[config.mk]
export PLATFORM = sky130hd
export DESIGN_NAME = alu_op_sequencer
export DESIGN_NICKNAME = d
export VERILOG_FILES = /design/src/rtl/alu_op_sequencer.sv
export SDC_FILE = /design/constraint.sdc
export NUM_CORES = 1
export LEC_CHECK = 0
export ABC_AREA = 1
export BUFFER_PORTS_ARGS = -buffer_cell sky130_fd_sc_hd__buf_2
export CORE_ASPECT_RATIO = 0.7
export CORE_MARGIN = 8
export CORE_UTILIZATION = 43
export DETAILED_ROUTE_END_ITERATION = 10
export PLACE_DENSITY = 0.76
export SYNTH_ARGS = -nofsm -noshare
export SYNTH_HDL_FRONTEND = slang
export SYNTH_SLANG_ARGS = --single-unit
[constraint.sdc]
create_clock -name Clock -period 1.4 [get_ports Clock]
set_clock_uncertainty 0.2 [all_clocks]
set_input_delay 0.14 -clock Clock [delete_from_list [all_inputs] [get_ports Clock]]
set_output_delay 0.14 -clock Clock [all_outputs]
set_load 0.005 [all_outputs]
[src/rtl/alu_op_sequencer.sv]
`default_nettype none
//============================================================================
// Module   : alu_op_sequencer
// Purpose  : Control sequencer for a single-bus register-file/ALU datapath.
//            Accepts one ALU command at a time and walks it through
//            Y-load, operate, Z-low write-back and optional Z-high
//            write-back. Every output is a Moore decode of the state and
//            the fields latched when the command was accepted.
// Ports    : Clock, clear (async, active-high)
//            start, op, unary, wide, ra, rb, rc, rhi  - command request
//            Rout, Rin                                - one-hot register enables
//            Yin, ZHighin, Zlowin, Zhighout, Zlowout  - datapath strobes
//            alu_op                                   - ALU operation code
//            busy, done, err                          - status
// Revision : 1.0 - initial release
//============================================================================
module alu_op_sequencer #(
   parameter int DATA_W = 32,
   parameter int NREG   = 16,
   parameter int OP_W   = 5,
   localparam int RIDX_W = $clog2(NREG)
) (
   input  logic              Clock,
   input  logic              clear,
   input  logic              start,
   input  logic [OP_W-1:0]   op,
   input  logic              unary,
   input  logic              wide,
   input  logic [RIDX_W-1:0] ra,
   input  logic [RIDX_W-1:0] rb,
   input  logic [RIDX_W-1:0] rc,
   input  logic [RIDX_W-1:0] rhi,
   output logic [NREG-1:0]   Rout,
   output logic [NREG-1:0]   Rin,
   output logic              Yin,
   output logic              ZHighin,
   output logic              Zlowin,
   output logic              Zhighout,
   output logic              Zlowout,
   output logic [OP_W-1:0]   alu_op,
   output logic              busy,
   output logic              done,
   output logic              err
);

   // DATA_W only sizes the datapath around this block; reject nonsense
   // parameter sets at elaboration time.
   generate
      if (DATA_W < 1 || NREG < 2 || OP_W < 1) begin : g_param_check
         $error("alu_op_sequencer: illegal parameter set");
      end
   endgenerate

   typedef enum logic [2:0] {
      S_IDLE = 3'd0,
      S_LDY  = 3'd1,
      S_OPX  = 3'd2,
      S_ZLO  = 3'd3,
      S_ZHI  = 3'd4,
      S_DONE = 3'd5
   } state_t;

   // One extra bit so that NREG itself is representable for the range test.
   localparam logic [RIDX_W:0] c_nreg = (RIDX_W+1)'(NREG);
   localparam logic [NREG-1:0] c_one  = {{(NREG-1){1'b0}}, 1'b1};

   state_t            r_state;
   state_t            w_next_state;
   logic [OP_W-1:0]   r_op;
   logic              r_unary;
   logic              r_wide;
   logic [RIDX_W-1:0] r_ra;
   logic [RIDX_W-1:0] r_rb;
   logic [RIDX_W-1:0] r_rc;
   logic [RIDX_W-1:0] r_rhi;
   logic              r_err;

   logic w_bad;
   logic w_accept;
   logic w_reject;

   // Only the indices the command actually uses take part in the range check.
   assign w_bad = ({1'b0, ra} >= c_nreg) |
                  ({1'b0, rb} >= c_nreg) |
                  (~unary & ({1'b0, rc}  >= c_nreg)) |
                  (wide   & ({1'b0, rhi} >= c_nreg));

   assign w_accept = (r_state == S_IDLE) & start & ~w_bad;
   assign w_reject = (r_state == S_IDLE) & start &  w_bad;

   // State register, latched command fields and the registered error pulse.
   always_ff @(posedge Clock or posedge clear) begin
      if (clear) begin
         r_state <= S_IDLE;
         r_op    <= '0;
         r_unary <= 1'b0;
         r_wide  <= 1'b0;
         r_ra    <= '0;
         r_rb    <= '0;
         r_rc    <= '0;
         r_rhi   <= '0;
         r_err   <= 1'b0;
      end else begin
         r_state <= w_next_state;
         r_err   <= w_reject;
         if (w_accept) begin
            r_op    <= op;
            r_unary <= unary;
            r_wide  <= wide;
            r_ra    <= ra;
            r_rb    <= rb;
            r_rc    <= rc;
            r_rhi   <= rhi;
         end
      end
   end

   // Next-state and Moore output decode.
   always_comb begin
      w_next_state = r_state;
      Rout         = '0;
      Rin          = '0;
      Yin          = 1'b0;
      ZHighin      = 1'b0;
      Zlowin       = 1'b0;
      Zhighout     = 1'b0;
      Zlowout      = 1'b0;
      alu_op       = '0;
      done         = 1'b0;
      busy         = (r_state != S_IDLE);
      err          = r_err;

      case (r_state)
         S_IDLE: begin
            if (w_accept) begin
               w_next_state = unary ? S_OPX : S_LDY;
            end
         end
         S_LDY: begin
            Rout         = c_one << r_rb;
            Yin          = 1'b1;
            w_next_state = S_OPX;
         end
         S_OPX: begin
            // Unary ops take their only operand from rb straight off the bus.
            Rout         = c_one << (r_unary ? r_rb : r_rc);
            alu_op       = r_op;
            ZHighin      = 1'b1;
            Zlowin       = 1'b1;
            w_next_state = S_ZLO;
         end
         S_ZLO: begin
            Zlowout      = 1'b1;
            Rin          = c_one << r_ra;
            w_next_state = r_wide ? S_ZHI : S_DONE;
         end
         S_ZHI: begin
            Zhighout     = 1'b1;
            Rin          = c_one << r_rhi;
            w_next_state = S_DONE;
         end
         S_DONE: begin
            done         = 1'b1;
            w_next_state = S_IDLE;
         end
         default: begin
            w_next_state = S_IDLE;
         end
      endcase
   end

endmodule
`default_nettype wire
* After elaboration in Yosys (flattened, before gate mapping) *
Index checks and enable logic that the tools add are counted.
Widths: inputs -> output; s select.

storage, ports and cells
  register bits after elaboration = 26
  output and inout bits = 45
  logic and storage cells = 34

cells by class
  equal/unequal tests = 6
  shift operators = 4
  multiplexer cells = 13
  bitwise operators = 1
  reductions and logical operators = 2

operators with widths
  cell                  number
  $pmux 16 s2           2
  $shl 1x4->16 const A  4
  $pmux 3 s5            1
  $eq 3x2->1 const B    2
  $eq 3x3->1 const B    2
  $mux 1                6
  $mux 5                1
  $mux 4                1
  $eq 3x1->1 const B    1
  $logic_not 3->1       1
  $mux 3                1
  $reduce_bool 3->1     1
  $mux 2                1
  $ne 2x2->1 const B    1
  $and 1x1->1           1

* Longest topological paths before layout *
Gate-level depths: netlist (run 1).

  word-level depth = 4
  depth in mapped cells = 9
  mapped depth without buffers = 7

* Worst setup path before layout (run 1) *
Ideal clock, no wire load.

  kind = register to output
  start point = register r_state[0]
  end point = output Rout[10]
  arrival time = 1.203 ns
  required time = 1.060 ns
  path slack = -0.143 ns
  stages on the path, launching flop included = 8
  path through = dfrtp_1 > inv_1 > nand2_1 > nor2_4 > nand3_1 > nand2_1 > nand2_1 > nor2_1

between the ends
  cells in the longest elaborated chain, start to end = 2

ends and longest elaborated chain
  what                                      RTL line  source
  start, declared                           67        state_t r_state;
  start signal, assigned                    104       r_state <= w_next_state;
  $eq 3x2->1 or $eq 3x1->1 (tied branches)  133       case (r_state)
  $pmux 16 s2 (*)                           133
  end, declared                             33        output logic [NREG-1:0] Rout,

Mark *: on every way between the ends. The rest lies on a longest branch, timed or not.

* Worst setup path in the final report (run 1) *
  start point = register r_state[2]
  end point = output Rout[10]

Same word-level chain as after synthesis.

==> impl_metrics.py, run 1 <==
metrics = {
    "die": {
        "dieArea_sq_mm": 0.00624,
        "pin_count": 71,
        "initial_utilization": 0.440,
        "die_y_microns": 68.5,
        "die_x_microns": 91.1,
        "core_sq_mm": 0.00385,
        "placementRows": 19,
    },
    "finish": {
        "final_cell_area_sq_mm": 0.00344,
        "layout.cells.non_filler": 435,
        "final_util": 0.893,
        "final_common_cell": "buf_2",
        "nNetsFinal": 410,
        "final_layout_size_suffix_gt1_frac": 0.637,
        "diodes": 0,
        "areaGrowthSynthToFinish_pct": 103,
        "layout_common_cells": "66 x buf_2, 30 x nand2_1",
    },
    "timing": {
        "rsz0062_at_grt": "yes",
        "min_period_over_period": 1.53,
        "fin_crit_ps": 2140,
        "fin_ws_ps": -739,
        "finalSetupTns_ps": -38170,
        "hold_viol": 0,
        "setup_viol": 69,
        "slew_viol_final": 0,
        "fmax_mhz": 467,
        "holdWs_ps": 152,
    },
    "worst_setup_path": {
        "cp.required_ps": 1060,
        "crit_arrival_ps": 1800,
        "start_kind": "flop",
        "max_stage_delay_ps": 470,
        "crit_type": "flop to output port",
        "crit_family": "simple AND/OR/NAND/NOR gates",
        "crit_chain": "buf_6, nor2_4, nand2_1, nand2_2, nand3_2, nor2_1, buf_2",
        "crit_path_end_kind": "output port",
        "critPathBufInv": 2,
        "crit_slowest_cell": "dfrtp_2",
        "critPathMaxFanout": 7,
    },
    "global_route": {
        "grt_pass1_wl_mm": 10.4,
        "grtUsageTotal": 0.207,
        "grt_pass1_vias": 2245,
        "grt_antenna_before_repair": 0,
        "grt_remaining_overflow": 0,
        "grt_max_degree": 27,
    },
    "cts": {
        "h-tree-depth": 1,
        "numClockSinks": 26,
        "worstSkewPairLatency_ps": 280,
        "cts-root-buf": "clkbuf_8",
        "path_clk_slew_ps": 100,
        "cts_tree": "built",
        "cts.path.max_buffers": 2,
        "cts_buffers": 3,
    },
    "drt": {
        "drt_first_pass_iters": 5,
        "ant_nets": 0,
        "drc": 0,
        "routedWlPerCell_microns": 19.9,
        "vias": 2430,
        "drt_wl_total_mm": 8.65,
        "via_per_inst": 5.59,
        "drt_iter0_markers": 224,
    },
    "pwr": {
        "switching_share": 0.502,
        "total_power_mw": 7.79,
        "ir_drop_uv": 1470,
        "p_int_mw": 3.88,
        "power-per-cell-area_mw_per_mm2": 2260,
        "p_switching_mw": 3.91,
        "clkPwrFrac": 0.083,
        "power.leakage_nw": 1.70,
        "p_comb_frac": 0.727,
        "pwr-share-seq": 0.189,
    },
    "synthesis": {
        "syn_area_sq_mm": 0.00170,
        "syn_inst": 248,
        "synth_fp_nets": 274,
        "yosysSeqAreaShare": 0.384,
        "ys_ff_latch": 26,
        "synth.distinct_cells": 24,
        "synth.avg_cell_area_sq_um": 6.84,
        "yosys_warnings": 0,
    },
    "place": {
        "dp_hpwl_mm": 3.96,
        "port_buffers": 69,
        "gp_congestion": 0.842,
        "place_ws_ps": -354,
        "placed_cells": 387,
        "placed_area_sq_mm": 0.00233,
    },
    "run_status": {
        "violations": "setup timing",
        "outcome": "complete, but fails checks",
    },
    "job": {
        "maxCapViolations": 0,
    },
    "hold_path": {
        "hp-class": "input pin to flop",
    },
}
==> worst reg2reg max path, stage by stage (launching register included) <==
cell and delay, ps:
dfrtp_2 470, nor2_4 210, buf_6 130, buf_6 90, buf_6 90, nand2_4 70, inv_6 90, nand2_8 60
buf_6 140, buf_8 140, nor2_4 100, a21oi_2 40
==> routing by layer <==
metal  track usage  vias to the layer above  routed length [microns]
li1              -                     1047                        -
met1         0.228                     1172                     3160
met2         0.393                      166                     4340
met3        0.0638                       45                      803
met4        0.0487                        0                      350
met5             0                        -                        0
==> repair_timing <==
action / 4_1_cts / 5_1_grt
buffers inserted: 15 / 4
cloned: 3 / 1
resized for setup: 73 / 79
hold buffers: 24 / 0
pin swaps: 22 / 22
endpoints found under the hold margin: 50 / 0
endpoints found under the setup margin: 69 / 69
==> cell families (layout without fill, tap and decap cells) <==
group	after synthesis	count (layout)	share of synthesized area
simple gates	161	162	0.414
compound gates	24	24	0.0827
flops	26	26	0.384
other cells	1	1	0.00221
buf+inv	36	170	0.117
==> synthesized netlist by cell type, drive strengths merged <==
| cell | number | area (sq um) |
|---|---|---|
| o211ai | 1 | 12.5 |
| buf | 11 | 101 |
| nand3 | 29 | 150 |
| conb | 1 | 3.75 |
| nand3b | 1 | 7.51 |
| a31oi | 1 | 6.26 |
| dfrtp | 26 | 651 |
| nand2 | 69 | 284 |
| o21ai | 5 | 36.3 |
| nor2 | 60 | 248 |
| nand4 | 1 | 6.26 |
| clkinv | 1 | 5.00 |
| or2 | 1 | 6.26 |
| a21oi | 17 | 85.1 |
| inv | 24 | 92.6 |
==> sequential cells by signal (all words and copies together), names as in the netlist <==
signal	flops
r_rb	4
r_state	3
r_wide	1
r_op	5
r_rhi	4
r_unary	1
r_ra	4
r_rc	4
==> final timing paths <==
| kind | cells past startpoint | from | slack [ps] | end |
|---|---|---|---|---|
| max | 7 | r_state[2] | -740 | Rout[10] |
| min | 4 | start | 150 | r_wide |
| max reg2reg | 11 | r_state[2] | -530 | r_rb[2] |
| min reg2reg | 2 | r_wide | 310 | r_wide |
| max in group asynchronous | 4 | clear | 470 | r_state[0] |
| min in group asynchronous | 4 | clear | 250 | r_op[1] |
==> power groups by stage <==
stage / sequential (mW) / clock, mW / combinational [mW]
final: 1.47 / 0.650 / 5.66
after global routing: 1.49 / 0.677 / 5.96
after CTS: 1.39 / 0.633 / 4.40
after detailed placement: 1.38 / 0 / 3.24
after global placement: 1.35 / 0 / 3.17
after floorplan: 1.29 / 0 / 2.25
==> cell type report <==
cell class | instances | area [sq um]
clock buffers | 3 | 41.3
clock inverters | 1 | 30.0
fillers | 176 | 410
inverters | 25 | 104
multi-input cells | 187 | 1410
flip-flops and latches | 26 | 654
well taps | 52 | 65.1
repair buffers | 141 | 1130
(Power assumes the default switching activity.)
==> inputs of run 2 (changes only) <==
--- a/config.mk
+++ b/config.mk
@@ -6,12 +6,12 @@
 export NUM_CORES = 1
 export LEC_CHECK = 0
 export ABC_AREA = 1
-export BUFFER_PORTS_ARGS = -buffer_cell sky130_fd_sc_hd__buf_2
 export CORE_ASPECT_RATIO = 0.7
 export CORE_MARGIN = 8
-export CORE_UTILIZATION = 43
+export CORE_UTILIZATION = 55
 export DETAILED_ROUTE_END_ITERATION = 10
-export PLACE_DENSITY = 0.76
+export DONT_BUFFER_PORTS = 1
+export PLACE_DENSITY = 0.73
 export SYNTH_ARGS = -nofsm -noshare
 export SYNTH_HDL_FRONTEND = slang
 export SYNTH_SLANG_ARGS = --single-unit
==> impl_metrics.py, run 2 <==
metrics = {
    "run_status": {
        "outcome": "aborted with a tool error",
        "lastStage": "5_1_grt",
        "first-error": "[ERROR DPL-0038] Utilization greater than 100%, impossible to legalize",
    },
    "synthesis": {
        "synth_xor_area_frac": 0,
        "synth-simple-area-share": 0.414,
        "async_reset_ff_frac": 1.00,
        "synth_top_cells_by_count": "63 x nand2_1, 57 x nor2_1, 28 x nand3_1",
        "syn_area_sq_mm": 0.00170,
        "yosysTopAreaCell": "dfrtp_1",
        "yosysSeqAreaShare": 0.384,
        "synth_top_family_by_area": "simple AND/OR/NAND/NOR gates",
        "syn_inst": 248,
        "yosysMostFrequentCell": "nand2_1",
        "synthTopCellsByArea": "dfrtp_1 38%, nand2_1 14%, nor2_1 13%",
        "synth_edf_count": 0,
        "synth_top_area_share": 0.384,
        "synth.avg_cell_area_sq_um": 6.84,
        "synthMuxAreaShare": 0,
        "synth_compound_gate_area_share": 0.0827,
        "synth-adder-area-share": 0,
        "synth_fp_nets": 274,
        "yosys_warnings": 0,
        "synthFlopType": "dfrtp_1",
        "ys_ff_latch": 26,
        "synth.distinct_cells": 24,
    },
    "place": {
        "port_buffers": 0,
        "dp_hpwl_mm": 3.35,
        "gp_congestion": 0.907,
    },
    "die": {
        "pin_count": 71,
        "placementRows": 17,
        "die_x_microns": 82.4,
        "initial_utilization": 0.557,
        "die_y_microns": 62.5,
    },
    "cts": {
        "cts.path.max_buffers": 2,
        "numClockSinks": 26,
        "h-tree-depth": 1,
        "cts-root-buf": "clkbuf_8",
        "cts_buffers": 3,
    },
    "timing": {
        "grt_worst_setup_endpoint": "Rin[6]",
        "worst-ep-kind": "output port",
    },
    "global_route": {
        "grt_max_degree": 27,
    },
}
[run 2: per-stage QoR]
| step | instance area [sq um] | TNS (ps) | instances | worst slack, ps | util |
|---|---|---|---|---|---|
| after floorplan | 1800 | -4810 | 248 | -127 | - |
| after detailed placement | 1920 | -10370 | 299 | -243 | 0.631 |
| after global placement | 1920 | -9740 | 299 | -214 | 0.631 |
| after CTS | 2590 | -21330 | 339 | -497 | 0.853 |
[run 2: what timing repair did]
action                                 4_1_cts
gates cloned                                 4
buffers inserted                             9
pin swaps                                   17
hold buffers                                24
setup endpoints to repair                   69
resized for setup                           63
endpoints found under the hold margin       51
[run 2: cell families after synthesis]
family                 count (synthesis)
and+or+nand+nor                      161
buffers and inverters                 36
DFF                                   26
AOI/OAI and AO/OA                     24
other                                  1
==> inputs of run 3 (changes only) <==
--- a/config.mk
+++ b/config.mk
@@ -6,12 +6,11 @@
 export NUM_CORES = 1
 export LEC_CHECK = 0
 export ABC_AREA = 1
-export CORE_ASPECT_RATIO = 0.7
 export CORE_MARGIN = 8
-export CORE_UTILIZATION = 55
+export CORE_UTILIZATION = 40
 export DETAILED_ROUTE_END_ITERATION = 10
 export DONT_BUFFER_PORTS = 1
-export PLACE_DENSITY = 0.73
+export PLACE_DENSITY_LB_ADDON = 0.15
 export SYNTH_ARGS = -nofsm -noshare
 export SYNTH_HDL_FRONTEND = slang
 export SYNTH_SLANG_ARGS = --single-unit
==> constraint.sdc (replaced) <==
create_clock -name Clock -period 1.8 [get_ports Clock]
set_clock_uncertainty 0.2 [all_clocks]
set_input_delay 0.18 -clock Clock [delete_from_list [all_inputs] [get_ports Clock]]
set_output_delay 0.18 -clock Clock [all_outputs]
set_load 0.005 [all_outputs]
==> impl_metrics.py, run 3 (synthesized netlist as in run 1, its figures left out) <==
metrics = {
    "worst_setup_path": {
        "start_kind": "flop",
        "crit_type": "flop to output port",
        "crit_arrival_ps": 1610,
        "cp.required_ps": 1420,
        "reg2reg_setup_slack_ps": 130,
        "critPathMaxFanout": 8,
        "crit_path_end_kind": "output port",
    },
    "drt": {
        "vias": 1694,
        "drc": 0,
        "ant_nets": 0,
        "drt_wl_total_mm": 5.15,
        "drt_first_pass_iters": 4,
        "drt_iter0_markers": 78,
        "wl_met1_mm": 2.23,
        "via_per_inst": 5.12,
        "dr_wl_met3_microns": 308,
        "routedWlPerCell_microns": 15.6,
        "route.met2.wl_mm": 2.55,
        "top_layer_used": "met4",
    },
    "run_status": {
        "outcome": "complete, but fails checks",
        "violations": "setup timing",
    },
    "die": {
        "die_x_microns": 81.1,
        "placementRows": 23,
        "pin_count": 71,
        "die_y_microns": 81.1,
        "dieArea_sq_mm": 0.00658,
        "initial_utilization": 0.421,
        "core_sq_mm": 0.00403,
    },
    "timing": {
        "fin_ws_ps": -195,
        "fin_crit_ps": 1990,
        "rsz0062_at_grt": "yes",
        "setup_viol": 32,
        "slew_viol_final": 0,
        "hold_viol": 0,
        "min_period_over_period": 1.11,
        "fmax_mhz": 501,
    },
    "finish": {
        "layout.cells.non_filler": 331,
        "diodes": 0,
        "regMostFlops": "r_op",
        "areaGrowthSynthToFinish_pct": 44.3,
        "multiInputGateArea_sq_mm": 0.00122,
        "final_common_cell": "nand2_1",
        "layout_common_cells": "43 x nand2_1, 26 x nor2_2, 25 x nor2_1, 25 x dlygate4sd3_1, 23 x dfrtp_1",
        "final_cell_area_sq_mm": 0.00245,
        "nFillCells": 384,
        "nNetsFinal": 309,
        "final_util": 0.607,
        "final_layout_size_suffix_gt1_frac": 0.391,
        "largest_reg_flops": 5,
        "register_area_sq_um": 654,
    },
    "pwr": {
        "pwr-share-seq": 0.253,
        "power.leakage_nw": 1.11,
        "p_comb_frac": 0.669,
        "total_power_mw": 4.18,
        "switching_share": 0.540,
        "power-per-cell-area_mw_per_mm2": 1710,
        "ir_drop_uv": 703,
        "clkPwrFrac": 0.078,
        "p_int_mw": 1.92,
        "p_switching_mw": 2.26,
    },
    "place": {
        "dp_hpwl_mm": 3.35,
        "gp_congestion": 0.745,
        "place_ws_ps": 59.0,
        "placed_area_sq_mm": 0.00172,
        "placed_cells": 295,
        "port_buffers": 0,
    },
    "cts": {
        "cts_tree": "built",
        "cts_buffers": 3,
        "numClockSinks": 26,
        "cts.path.max_buffers": 2,
        "h-tree-depth": 1,
        "path_clk_slew_ps": 90,
        "worstSkewPairLatency_ps": 270,
        "cts-root-buf": "clkbuf_8",
    },
    "hold_path": {
        "hp-class": "input pin to flop",
    },
    "global_route": {
        "grt_antenna_before_repair": 0,
        "grt_remaining_overflow": 0,
        "grt_pass1_wl_mm": 8.27,
        "grt_max_degree": 41,
        "grt_pass1_vias": 1713,
        "grtUsageTotal": 0.156,
    },
    "job": {
        "maxCapViolations": 0,
    },
}
run 3: metrics by stage:
step                      setup TNS (ps)  hold WS [ps]
final                              -5420           122
after global routing               -8420           157
after CTS                          -4000           125
after detailed placement               0         -47.5
after global placement                 0         -50.2
after floorplan                        0          20.0
run 3: final timing paths:
kind                                 start    endpoint  cells after the start
worst min-delay path                 start      r_wide                      3
min in group asynchronous            clear     r_op[0]                      3
worst max register to register  r_state[2]     r_rc[0]                      6
max in group asynchronous            clear  r_state[2]                      3
worst min register to register      r_wide      r_wide                      2
worst max-delay path            r_state[0]     Rout[0]                      5
run 3: area by class of cell:
type | count | area share
timing repair buffer | 40 | 0.150
tap | 50 | 0.0256
inverter | 25 | 0.0414
clock buffer | 3 | 0.0169
sequential | 26 | 0.268
multi-input combinational | 187 | 0.499
run 3: worst max-delay path, cell delays in order, from the launching register on:
cell	delay, ps
dfrtp_2	440
buf_4	140
nand2_1	120
o21ai_4	260
nand3_4	210
nor2_2	170
run 3: power groups by stage:
stage / logic, mW / registers, mW / clock network (mW)
after floorplan: 1.53 / 0.995 / 0
after global placement: 1.78 / 1.04 / 0
after detailed placement: 1.82 / 1.05 / 0
after CTS: 2.63 / 1.06 / 0.337
after global routing: 3.08 / 1.10 / 0.361
final: 2.79 / 1.06 / 0.327
run 3: per-layer routing:
layer	GRT usage	vias up
li1	-	838
met1	0.196	799
met2	0.269	51
met3	0.0298	6
met4	0.0375	0
met5	0	-
run 3: what timing repair did:
item | 4_1_cts | 5_1_grt
endpoints found under the hold margin | 51 | 0
resized for setup | 90 | 10
hold buffers | 25 | 0
gates cloned | 1 | 0
buffers inserted | 5 | 2
pin swaps | 25 | 5
setup endpoints to repair | 32 | 33
==> inputs of run 4 (changes only) <==
--- a/config.mk
+++ b/config.mk
@@ -5,7 +5,6 @@
 export SDC_FILE = /design/constraint.sdc
 export NUM_CORES = 1
 export LEC_CHECK = 0
-export ABC_AREA = 1
 export CORE_MARGIN = 8
 export CORE_UTILIZATION = 40
 export DETAILED_ROUTE_END_ITERATION = 10
==> impl_metrics.py, run 4 <==
metrics = {
    "worst_setup_path": {
        "timing.rr.end": "r_rc[1]",
        "crit_chain": "nor3b_2, buf_6, mux2i_4, buf_12, nor4_2, buf_4",
        "reg2reg_setup_slack_ps": -110,
        "critPathBufInv": 3,
        "r2r-start": "r_state[2]",
        "crit_type": "flop to output port",
        "critPathMaxFanout": 14,
        "worstRegToRegCells": 5,
        "crit_path_end_kind": "output port",
        "crit_arrival_ps": 1870,
        "crit_family": "simple AND/OR/NAND/NOR gates",
        "crit_slowest_cell": "dfrtp_1",
        "max_stage_delay_ps": 420,
        "start_kind": "flop",
        "cp.required_ps": 1420,
    },
    "synthesis": {
        "synthFlopType": "dfrtp_1",
        "yosysSeqAreaShare": 0.402,
        "synth.avg_cell_area_sq_um": 10.6,
        "synth_edf_count": 0,
        "async_reset_ff_frac": 1.00,
        "synthTopCellsByArea": "dfrtp_1 40%, mux2_2 15%, mux2i_1 4.3%",
        "synth_fp_nets": 178,
        "synth_top_area_share": 0.402,
        "yosysMostFrequentCell": "dfrtp_1",
        "syn_inst": 152,
        "yosysTopAreaCell": "dfrtp_1",
        "yosys_warnings": 0,
        "ys_ff_latch": 26,
        "synth.distinct_cells": 35,
        "syn_area_sq_mm": 0.00162,
        "synth_top_cells_by_count": "26 x dfrtp_1, 21 x mux2_2, 13 x nor3_1",
    },
    "hold_path": {
        "holdPathEnd": "r_state[0]",
        "holdPathStages": 2,
        "hp-class": "input pin to flop",
        "min_from": "start",
    },
    "place": {
        "gp_congestion": 0.786,
        "dp_hpwl_mm": 3.34,
        "port_buffers": 0,
        "placed_area_sq_mm": 0.00204,
    },
    "cts": {
        "cts-root-buf": "clkbuf_8",
        "cts_buffers": 3,
        "h-tree-depth": 1,
        "numClockSinks": 26,
        "worstSkewPairLatency_ps": 270,
        "cts_tree": "built",
        "path_clk_slew_ps": 90,
        "cts.path.max_buffers": 2,
    },
    "timing": {
        "tightest_slew_ps": 525,
        "setup_viol": 58,
        "fmax_mhz": 445,
        "relSlewSlack": 0.650,
        "fin_ws_ps": -449,
        "rsz0062_at_grt": "yes",
        "slew_viol_final": 0,
        "min_period_over_period": 1.25,
        "fin_crit_ps": 2250,
        "holdWs_ps": 57.0,
        "finalSetupTns_ps": -13990,
        "hold_viol": 0,
    },
    "pwr": {
        "pwr-share-seq": 0.210,
        "power.leakage_nw": 1.22,
        "p_int_mw": 3.20,
        "power-per-cell-area_mw_per_mm2": 1910,
        "clkPwrFrac": 0.085,
        "p_switching_mw": 2.48,
        "ir_drop_uv": 1240,
        "switching_share": 0.437,
        "p_comb_frac": 0.706,
    },
    "finish": {
        "final_common_cell": "buf_4",
        "diodes": 0,
        "largest_reg_flops": 5,
        "areaGrowthSynthToFinish_pct": 83.6,
        "nFillCells": 266,
        "register_area_sq_um": 651,
        "final_layout_size_suffix_gt1_frac": 0.613,
        "final_cell_area_sq_mm": 0.00297,
        "nNetsFinal": 249,
        "layout_common_cells": "28 x buf_4, 26 x dfrtp_1, 25 x dlygate4sd3_1",
        "regMostFlops": "r_op",
        "multiInputGateArea_sq_mm": 0.00141,
        "final_util": 0.753,
    },
    "die": {
        "dieArea_sq_mm": 0.00633,
        "pin_count": 71,
        "initial_utilization": 0.410,
        "die_x_microns": 79.6,
        "core_sq_mm": 0.00394,
        "die_y_microns": 79.6,
        "placementRows": 23,
    },
    "run_status": {
        "outcome": "complete, but fails checks",
        "violations": "setup timing",
    },
    "drt": {
        "drt_wl_total_mm": 5.48,
        "drt_first_pass_iters": 4,
        "ant_nets": 0,
        "routedWlPerCell_microns": 20.1,
        "drt_iter0_markers": 55,
        "drc": 0,
        "via_per_inst": 5.54,
        "vias": 1506,
    },
    "global_route": {
        "grtUsageTotal": 0.161,
        "grt_remaining_overflow": 0,
        "grt_pass1_vias": 1669,
        "grt_max_degree": 27,
        "grt_pass1_wl_mm": 8.32,
        "grt_antenna_before_repair": 0,
    },
    "job": {
        "maxCapViolations": 0,
    },
}
run 4: cell count changes after synthesis, moves of 17 or more:
cell | previous run | this run
nand2_1 | 63 | 6
nor2_1 | 57 | 4
nand3_1 | 28 | 0
mux2_2 | 0 | 21
a21oi_1 | 17 | 0
inv_1 | 23 | 6
run 4: how the worst max path moves through the flow:
stage                     depth (start not counted)        from        to  slack [ps]
after floorplan                                   4  r_state[2]  Rout[11]        -120
after global placement                            3  r_state[2]  Rout[11]        -140
after detailed placement                          5  r_state[2]    Rin[4]        -180
after CTS                                         5  r_state[0]    Rin[0]        -420
after global routing                              6  r_state[2]    Rin[7]        -540
final                                             6  r_state[2]    Rin[7]        -450
run 4: cells by family (layout without fill, tap and decap cells):
group / count (synthesis) / in the layout / synth area share
simple gates: 67 / 67 / 0.279
mux: 30 / 31 / 0.207
flops: 26 / 26 / 0.402
buf+inv: 16 / 85 / 0.0488
compound gates: 12 / 12 / 0.0596
other cells: 1 / 1 / 0.00232
run 4: area by class of cell:
class / count / area share
inverters: 6 / 0.00759
well taps: 50 / 0.0211
repair buffers: 75 / 0.253
flip-flops and latches: 26 / 0.219
clock inverters: 1 / 0.0101
multi-input cells: 111 / 0.475
clock buffers: 3 / 0.0139
run 4: metal layers:
metal	global-route usage	part of all wire	vias up
li1	-	-	698
met1	0.160	0.35	756
met2	0.321	0.59	43
met3	0.0270	0.040	9
met4	0.0574	0.016	0
met5	0	0	-
run 4: metrics by stage:
| step | cells | power (mW) | setup WS (ps) |
|---|---|---|---|
| 2_1_floorplan | 152 | 2.82 | -118 |
| 3_5_place_dp | 227 | 3.51 | -179 |
| 5_1_grt | 272 | 5.98 | -536 |
| 4_1_cts | 267 | 5.19 | -423 |
| 3_3_place_gp | 227 | 3.42 | -139 |
| 6_report | 272 | 5.68 | -449 |
run 4: repair_timing:
item	4_1_cts	5_1_grt
resized for setup	63	28
pin swaps	16	10
endpoints found under the hold margin	50	0
gates cloned	1	1
buffers inserted	11	4
hold buffers	25	0
setup endpoints to repair	57	62
run 4: power groups by stage:
| stage | sequential, mW | clock, mW | combinational [mW] |
|---|---|---|---|
| after global placement | 1.14 | 0 | 2.28 |
| after detailed placement | 1.15 | 0 | 2.36 |
| final | 1.19 | 0.480 | 4.01 |
| after floorplan | 1.10 | 0 | 1.72 |
| after CTS | 1.18 | 0.495 | 3.51 |
| after global routing | 1.24 | 0.509 | 4.23 |
